## src/rtl/gps_iq_packer_if.sv

```systemverilog
// gps_iq_packer_if: AXI-Stream word channel from the IQ packer toward DMA/host capture.
interface gps_iq_packer_if;
    logic [31:0] tdata;
    logic        tvalid;
    logic        tready;
    logic        tlast;
    modport master (output tdata, tvalid, tlast, input tready);
    modport slave  (input tdata, tvalid, tlast, output tready);
endinterface

```

## src/rtl/gps_iq_packer.sv

```systemverilog
// gps_iq_packer: decimates the emulator I/Q stream and packs two pairs per word into an FWFT FIFO.
// Optional macro GPS_IQ_PACK_TLAST_EN adds packet framing on tlast every PKT_WORDS words.
module gps_iq_packer #(
    parameter int SAMPLE_DIV = 25,
    parameter int FIFO_DEPTH = 16,
    parameter int PKT_WORDS  = 256
) (
    input  logic             clk,
    input  logic             reset,
    input  logic             enable,
    input  logic [7:0]       real_in,
    input  logic [7:0]       imag_in,
    output logic             sample_strobe,
    output logic [15:0]      overflow_count,
    gps_iq_packer_if.master  m
);
    localparam int DW = $clog2(SAMPLE_DIV);
    localparam int AW = $clog2(FIFO_DEPTH);

    logic [DW-1:0] div;
    logic          lane;
    logic [15:0]   half;
    logic [31:0]   mem [FIFO_DEPTH];
    logic [AW:0]   wptr, rptr;
    logic          empty, full, pop, push, push_ok;

    always_comb begin
        sample_strobe = enable && div == DW'(SAMPLE_DIV - 1);
        empty         = wptr == rptr;
        full          = wptr == {~rptr[AW], rptr[AW-1:0]};
        pop           = !empty && m.tready;
        push          = sample_strobe && lane;
        // a full FIFO still accepts when the head leaves in the same cycle
        push_ok       = push && (!full || pop);
    end

    assign m.tvalid = !empty;
    assign m.tdata  = empty ? '0 : mem[rptr[AW-1:0]];

    always_ff @(posedge clk) begin
        if (reset) begin
            div            <= '0;
            lane           <= 1'b0;
            half           <= '0;
            wptr           <= '0;
            rptr           <= '0;
            overflow_count <= '0;
        end else begin
            div  <= (!enable || sample_strobe) ? '0 : div + 1'b1;
            lane <= enable && (sample_strobe ? !lane : lane);
            half <= !enable ? '0 : (sample_strobe && !lane) ? {imag_in, real_in} : half;
            if (push_ok)
                wptr <= wptr + 1'b1;
            if (pop)
                rptr <= rptr + 1'b1;
            if (push && !push_ok && overflow_count != 16'hFFFF)
                overflow_count <= overflow_count + 1'b1;
        end
    end

    always_ff @(posedge clk)
        if (push_ok)
            mem[wptr[AW-1:0]] <= {imag_in, real_in, half};

`ifdef GPS_IQ_PACK_TLAST_EN
    localparam int PW = PKT_WORDS > 1 ? $clog2(PKT_WORDS) : 1;
    logic [PW-1:0] pkt;
    logic          pkt_end;

    always_comb pkt_end = pkt == PW'(PKT_WORDS - 1);

    always_ff @(posedge clk) begin
        if (reset)
            pkt <= '0;
        else if (pop)
            pkt <= pkt_end ? '0 : pkt + 1'b1;
    end

    assign m.tlast = !empty && pkt_end;
`else
    assign m.tlast = 1'b0;
`endif
endmodule

```

## src/flat_wrapper.sv

```systemverilog
// flat-port wrapper written by rule: the top's interface ports become plain ports
module gps_iq_packer_flat 
#(
    parameter int SAMPLE_DIV = 25,
    parameter int FIFO_DEPTH = 16,
    parameter int PKT_WORDS  = 256
)
  (clk, reset, enable, real_in, imag_in, sample_strobe, overflow_count, m_tdata, m_tvalid, m_tlast, m_tready);
  gps_iq_packer_if m_i ();
  input  logic clk;
  input  logic reset;
  input  logic enable;
  input  logic [7:0] real_in;
  input  logic [7:0] imag_in;
  output logic sample_strobe;
  output logic [15:0] overflow_count;
  output wire logic [$bits(m_i.tdata)-1:0] m_tdata;
  output wire logic [$bits(m_i.tvalid)-1:0] m_tvalid;
  output wire logic [$bits(m_i.tlast)-1:0] m_tlast;
  input wire logic [$bits(m_i.tready)-1:0] m_tready;
  assign m_tdata = m_i.tdata;
  assign m_tvalid = m_i.tvalid;
  assign m_tlast = m_i.tlast;
  assign m_i.tready = m_tready;
  gps_iq_packer #(.SAMPLE_DIV(SAMPLE_DIV), .FIFO_DEPTH(FIFO_DEPTH), .PKT_WORDS(PKT_WORDS)) u_core (.clk(clk), .reset(reset), .enable(enable), .real_in(real_in), .imag_in(imag_in), .sample_strobe(sample_strobe), .overflow_count(overflow_count), .m(m_i));
endmodule
```

## config.mk

```make
export PLATFORM = sky130hd
export DESIGN_NAME = gps_iq_packer_flat
export DESIGN_NICKNAME = d
export VERILOG_FILES = /design/src/rtl/gps_iq_packer_if.sv /design/src/rtl/gps_iq_packer.sv /design/src/flat_wrapper.sv
export SDC_FILE = /design/constraint.sdc
export NUM_CORES = 1
export LEC_CHECK = 0
export ABC_AREA = 0
export CAP_MARGIN = 20
export CORE_MARGIN = 4
export CORE_UTILIZATION = 59
export CTS_BUF_LIST = sky130_fd_sc_hd__clkbuf_2
export DETAILED_ROUTE_END_ITERATION = 12
export GPL_ROUTABILITY_DRIVEN = 0
export PLACE_DENSITY = 0.77
export SYNTH_ARGS = -nofsm -noshare
export SYNTH_HDL_FRONTEND = slang
export SYNTH_SLANG_ARGS = --single-unit
```

## constraint.sdc

```tcl
create_clock -name clk -period 6.8 [get_ports clk]
set_clock_uncertainty 0.15 [all_clocks]
set_input_delay 0.68 -clock clk [delete_from_list [all_inputs] [get_ports clk]]
set_output_delay 0.68 -clock clk [all_outputs]
set_load 0.02 [all_outputs]
```

==> results of run 1 <==
-- synthesized netlist by cell type --
master / instances
and4_1: 3
buf_4: 2
nor3_1: 4
and4b_1: 1
a211oi_1: 1
inv_1: 9
nand4_1: 4
o31ai_1: 3
clkbuf_1: 30
o21a_1: 1
nor2_1: 50
edfxtp_1: 512
mux4_2: 160
xor2_2: 1
nand2_1: 11
a311o_4: 1
or3_1: 10
or4_1: 3
dfxtp_1: 52
buf_1: 2
or2b_1: 1
xor2_1: 10
o21ai_0: 13
nor4_1: 1
nand3b_2: 1
ha_1: 10
and2_1: 4
a21oi_1: 13
mux2i_1: 19
nor2b_1: 33
nand3_1: 7
conb_1: 1
or2_2: 1
buf_2: 16
and3_1: 4
xnor2_1: 6
nand2b_1: 3
buf_6: 1
o211ai_1: 4
-- cell families (layout without fill, tap and decap cells) --
group | Yosys count | in the layout | synth area share
other | 1 | 2 | 0.000173
multiplexers | 179 | 179 | 0.175
flip-flops | 564 | 564 | 0.756
adder cells (fa/ha/maj) | 10 | 10 | 0.00576
AND/OR/NAND/NOR | 141 | 141 | 0.0339
XOR/XNOR | 17 | 17 | 0.00720
AO/OA/AOI/OAI | 36 | 36 | 0.0100
buffers and inverters | 60 | 348 | 0.0120
-- power breakdown --
part	internal (mW)	switching, mW	total, mW
clock network	0.934	1.31	2.25
logic	0.0110	0.0323	0.0433
registers	3.74	0.000535	3.74
total	4.69	1.35	6.03
-- stage by stage --
stage               setup WS, ns  area [sq um]  hold WS (ns)   util
floorplan                   2.39         21700         0.280      -
global placement            2.78         23100         0.293  0.642
detailed placement          2.79         23100         0.313  0.642
CTS                         1.58         24400         0.244  0.678
global route                1.49         24400         0.341  0.679
finish                      1.81         24400         0.348  0.679
-- flip-flops by register name, summed over array words and instances (netlist names), named ones only --
register               count
u_core.rptr                5
u_core.half               16
u_core.lane                1
u_core.overflow_count     16
u_core.mem               512
u_core.div                 5
u_core.wptr                5
-- worst min path at each step --
stage                             start            end  slack [ns]  cells past startpoint
after global placement    u_core.div[0]  u_core.div[0]        0.29                      1
after CTS                      m_tready           flop        0.24                      4
after global routing           m_tready           flop        0.34                      4
final                     u_core.div[0]  u_core.div[0]        0.35                      1
after detailed placement  u_core.div[0]  u_core.div[0]        0.31                      1
after floorplan           u_core.div[0]  u_core.div[0]        0.28                      1
-- layout make-up --
type / count / area [sq um]
clock buffers: 196 / 981
fillers: 2320 / 11500
flip-flops and latches: 564 / 16400
clock inverters: 51 / 318
well taps: 461 / 577
repair buffers: 92 / 921
multi-input cells: 384 / 5140
diodes: 1 / 2.50
inverters: 9 / 33.8
-- per-layer routing --
metal / share of wire / wire, um / vias to the layer above
met5: 0 / 0 / -
met4: 0.011 / 505 / 0
li1: - / - / 4610
met3: 0.069 / 3110 / 52
met2: 0.51 / 22900 / 445
met1: 0.41 / 18800 / 5640
==> summary.md, run 1 <==
| Metric | Value |
|---|---|
| Synth top area share | 0.708 |
| Top area cells in the synthesized netlist | edfxtp_1 (71%), mux4_2 (17%), dfxtp_1 (4.8%) |
| Routed WL | 45.3 mm |
| Static leakage | 8.31 nW |
| Flop-to-flop setup slack | 3.31 ns |
| Layout area overhead | 12.4% |
| CTS Root Cell | clkbuf_2 |
| Worst EP required | 5.97 ns |
| CP max stage delay | 0.82 ns |
| Levels on crit path | 5 |
| Largest area contributor in the netlist | edfxtp_1 |
| Maximum VDD drop | 130 uV |
| Largest net degree at the start of global routing | 54 |
| Total power | 6.03 mW |
| Top Usage Layer GRT | met2 |
| First-pass DRT Iterations | 5 |
| I/O pins | 71 |
| CTS H-tree lvls | 4 |
| #FFs+latches synth | 564 |
| Rows | 69 |
| CP Max Fanout | 53 |
| Tcrit/Tclk final | 0.734 |
| DRC | 0 |
| Iter 0 DRT Violations | 1025 |
| Antenna violations before repair | 1 |
| Synth Cell Area | 21700 sq um |
| First-pass GRT wire length | 68.2 mm |
| Setup bufs post-CTS | 0 |
| Minimum clock period | 4.99 ns |
| Number of cells on the worst reg-to-reg path | 9 |
| Critical path's slowest cell | dfxtp_4 |
| Clk buf depth | 3 |
| CP Class | flop to output port |
| CP Cell Sequence | buf_12 -> mux4_2 -> mux4_2 -> nor2b_1 -> clkdlybuf4s50_1 |
| Data arrival, critical path | 4.16 ns |
| Clk Latency, worst-skew pair | 1.08 ns |
| Critical path endpoint | m_tdata[31] |
| Core area | 35900 sq um |
| CP dominant cell by count | mux4_2 |
| Slew Viols, Final | 0 |
| Post-CTS Resized | 0 |
| Num CTS Buffers | 136 |
| Critical path's top delay family | multiplexers |
| Port buffer count | 69 |
| Vias/cell | 6.11 |
| Setup TNS | 0 ns |
| Fraction of layout cells with a size suffix above 1 | 0.326 |
| Startpoint Class | flop |
| Max_slew headroom | 0.261 |
| Wire per inst | 25.8 um |
| # setup viols final | 0 |
| PwrDens | 247 nW/um^2 |
| Cells after Synth | 1008 |
| Grt total ovfl | 0 |
| Worst-Margin Slew | 1.11 ns |
| Post-route ant nets | 0 |
| Most frequent cells in the layout | edfxtp_1 (512), clkbuf_2 (196), mux4_2 (160), clkdlybuf4s50_1 (69), dfxtp_1 (48) |
| Hold Buf Count CTS | 0 |
| Die Area | 39900 sq um |
| CP Buf/Inv Count | 2 |
| Hold Vio Cnt, Final | 0 |
| Clk slew on worst S/H paths | 0.11 ns |
| Ys Warns | 0 |
| Met3 Usage GRT | 0.0507 |
| Register area share after synthesis | 0.756 |
| Most common cell after layout, fill and taps aside | edfxtp_1 |
| Hold WC Path Type | flop to flop |
| Placed wire-length estimate | 24.1 mm |
| Library cells used by synthesis | 39 |
| TritonCTS clock tree | built |
| Average size of a mapped cell | 21.5 sq um |
| Fmax | 0.200 GHz |
| Max Cap Viol | 0 |
| Sink Count | 564 |
| Dpl cells | 1508 |
| Die X-Extent | 200 um |
| Reg-to-reg endpoint | u_core.mem[2][18] |
| Tot GR Track Use | 0.234 |
| Reg-to-reg critical path startpoint | u_core.div[0] |
| Met1 usage | 0.343 |
| Met2 Use GR | 0.372 |
| Outcome | finished, final reports clean |
| Vias in the first global route | 11100 |
| Via count | 10700 |
| Crit. End Element | output port |
| Synth Net Count | 1038 |
| Final Non-Filler Cells | 1758 |
| Die Y | 200 um |
| Initial core utilization | 0.604 |
| RSZ-0062 raised after global routing | false |
| Layout net count | 1217 |
(Power assumes the default switching activity.)
==> inputs of run 2 (changes only) <==
==> constraint.sdc (replaced) <==
create_clock -name clk -period 4.7 [get_ports clk]
set_clock_uncertainty 0.15 [all_clocks]
set_input_delay 0.47 -clock clk [delete_from_list [all_inputs] [get_ports clk]]
set_output_delay 0.47 -clock clk [all_outputs]
set_load 0.02 [all_outputs]
==> summary.md, run 2 (same netlist as run 1, synthesis figures left out) <==
| Metric | Value |
|---|---|
| Max_slew headroom | 0.266 (was 0.261) |
| Crit. End Element | output port (unchanged) |
| Fraction of layout cells with a size suffix above 1 | 0.328 (was 0.326) |
| CP dominant cell by count | mux4_2 (unchanged) |
| Slew Viols, Final | 0 (unchanged) |
| Vias/cell | 6.20 (was 6.11) |
| Combinational Power Share | 0.007 (about the same) |
| Most frequent cells in the layout | edfxtp_1 (512), clkbuf_2 (185), mux4_2 (160), clkdlybuf4s50_1 (69), dfxtp_1 (48) (was edfxtp_1 (512), clkbuf_2 (196), mux4_2 (160), clkdlybuf4s50_1 (69), dfxtp_1 (48)) |
| Final Instance Area | 24500 sq um (was 24400 sq um) |
| Hold Vio Cnt, Final | 0 (unchanged) |
| Die Y | 200 um (unchanged) |
| CTS Root Cell | clkbuf_2 (unchanged) |
| CP Class | flop to output port (unchanged) |
| Setup TNS | 0 ns (unchanged) |
| Layout net count | 1227 (was 1217) |
| Worst EP required | 4.08 ns (was 5.97 ns) |
| Critical path's top delay family | multiplexers (unchanged) |
| CTS H-tree lvls | 4 (unchanged) |
| Die X-Extent | 200 um (unchanged) |
| Clk buf depth | 3 (unchanged) |
| Outcome | finished, final reports clean (unchanged) |
| Initial core utilization | 0.604 (unchanged) |
| Register Area | 16400 sq um (unchanged) |
| Fillers | 2341 (was 2320) |
| Sequential share of power | 0.629 (was 0.620) |
| TritonCTS clock tree | built (unchanged) |
| Max Cap Viol | 0 (unchanged) |
| Worst-Margin Slew | 1.10 ns (was 1.11 ns) |
| Cell-internal power | 6.72 mW (was 4.69 mW) |
| Maximum VDD drop | 233 uV (was 130 uV) |
| Via count | 10800 (was 10700) |
| First-pass GRT wire length | 67.8 mm (was 68.2 mm) |
| Port buffer count | 69 (unchanged) |
| Layout area overhead | 13.0% (was 12.4%) |
| Switching power total | 1.88 mW (was 1.35 mW) |
| Data arrival, critical path | 3.78 ns (was 4.16 ns) |
| First-pass DRT Iterations | 4 (was 5) |
| CP Cell Sequence | buf_12 -> mux4_2 -> mux4_2 -> nor2b_1 -> clkdlybuf4s50_1 (unchanged) |
| Clock network power share | 0.363 (was 0.372) |
| Tcrit/Tclk final | 0.935 |
| Fmax | 0.228 GHz |
| Most common cell after layout, fill and taps aside | edfxtp_1 (unchanged) |
| Largest register FFs | 512 (unchanged) |
| DRC | 0 (unchanged) |
| CP Max Fanout | 29 (was 53) |
| Flop-to-flop setup slack | 1.42 ns (was 3.31 ns) |
| Clk Latency, worst-skew pair | 1.09 ns (was 1.08 ns) |
| Multi-input combinational cell area | 5140 sq um (unchanged) |
| Tot GR Track Use | 0.234 (about the same) |
| Placed wire-length estimate | 23.9 mm (was 24.1 mm) |
| Routed WL | 45.0 mm (was 45.3 mm) |
| CP Buf/Inv Count | 2 (unchanged) |
| Net switching fraction of the power | 0.219 (was 0.223) |
| Wire per inst | 25.8 um (about the same) |
| Rows | 69 (unchanged) |
| I/O pins | 71 (unchanged) |
| Startpoint Class | flop (unchanged) |
| Num CTS Buffers | 135 (was 136) |
| CP max stage delay | 0.64 ns (was 0.82 ns) |
| Largest net degree at the start of global routing | 57 (was 54) |
| Minimum clock period | 4.40 ns |
| Vias in the first global route | 11200 (was 11100) |
| RSZ-0062 raised after global routing | false (unchanged) |
| Grt total ovfl | 0 (unchanged) |
| Critical path's slowest cell | dfxtp_4 (unchanged) |
| Core area | 35900 sq um (unchanged) |
| Static leakage | 8.33 nW (was 8.31 nW) |
| # setup viols final | 0 (unchanged) |
| Hold WC Path Type | input pin to flop (was flop to flop) |
| Die Area | 39900 sq um (unchanged) |
| Post-route ant nets | 0 (unchanged) |
| Placed Area | 23200 sq um (was 23100 sq um) |
| Iter 0 DRT Violations | 1065 (was 1025) |
| Antenna violations before repair | 1 (unchanged) |
| Sink Count | 564 (unchanged) |
| Clk slew on worst S/H paths | 0.10 ns (was 0.11 ns) |
| PwrDens | 351 nW/um^2 (was 247 nW/um^2) |
-- run 2: changes by cell type in the layout (fill, tap and decap cells not counted), sizes merged --
cell         delta
clkinv         -13
inv             -2
buf             +9
dlygate4sd3     +2
clkbuf         -11
-- run 2: routing by layer --
| layer | GRT usage | part of all wire |
|---|---|---|
| met3 | 0.0525 | 0.075 |
| met5 | 0 | 0 |
| met4 | 0.0719 | 0.017 |
| met2 | 0.378 | 0.51 |
| met1 | 0.329 | 0.40 |
-- run 2: area by class of cell --
| type | count | share of cell area |
|---|---|---|
| inverter | 9 | 0.00138 |
| tap | 461 | 0.0235 |
| clock buffer | 185 | 0.0378 |
| multi-input combinational | 384 | 0.210 |
| antenna | 1 | 0.000102 |
| timing repair buffer | 103 | 0.0462 |
| clock inverter | 36 | 0.0116 |
| sequential | 564 | 0.670 |
-- run 2: path summary, 6_finish.rpt --
check,cells past startpoint,start,end
worst min register to register,1,u_core.div[0],u_core.div[0]
worst max register to register,9,u_core.div[0],u_core.mem[4][17]
worst min-delay path,4,enable,u_core.lane
worst max-delay path,5,flop,m_tdata[31]
-- run 2: power by group through the flow --
stage,sequential [mW],combinational [mW],clock (mW)
after floorplan,5.53,0.00946,0
after global placement,5.53,0.0588,0
after detailed placement,5.53,0.0623,0
after CTS,5.42,0.0633,3.22
after global routing,5.42,0.0693,3.51
final,5.42,0.0638,3.13
-- run 2: metrics by stage --
step	setup WS, ns	hold slack [ns]	power [mW]	util	instances
global placement	1.13	0.294	5.59	0.647	1517
detailed placement	1.13	0.310	5.59	0.647	1517
floorplan	0.293	0.280	5.54	-	1008
CTS	0.117	0.0550	8.70	0.682	1741
global route	0.0601	0.127	9.00	0.683	1743
finish	0.304	0.185	8.61	0.683	1743
-- run 2: worst reg2reg max path, cell delays in order (launching register included) --
cell and delay (ns):
dfxtp_1 0.35, inv_1 0.06, ha_1 0.13, and4b_1 0.20
and2_1 0.21, ha_1 0.30, o21a_1 0.29, nand2_1 0.28
nor2_4 0.38, buf_4 0.52
-- run 2: timing repair --
action                                 CTS  global route
hold buffers                             2             0
setup buffers                            1             0
setup endpoints to repair               15             0
gates resized for setup                  0             0
endpoints found under the hold margin   26             0
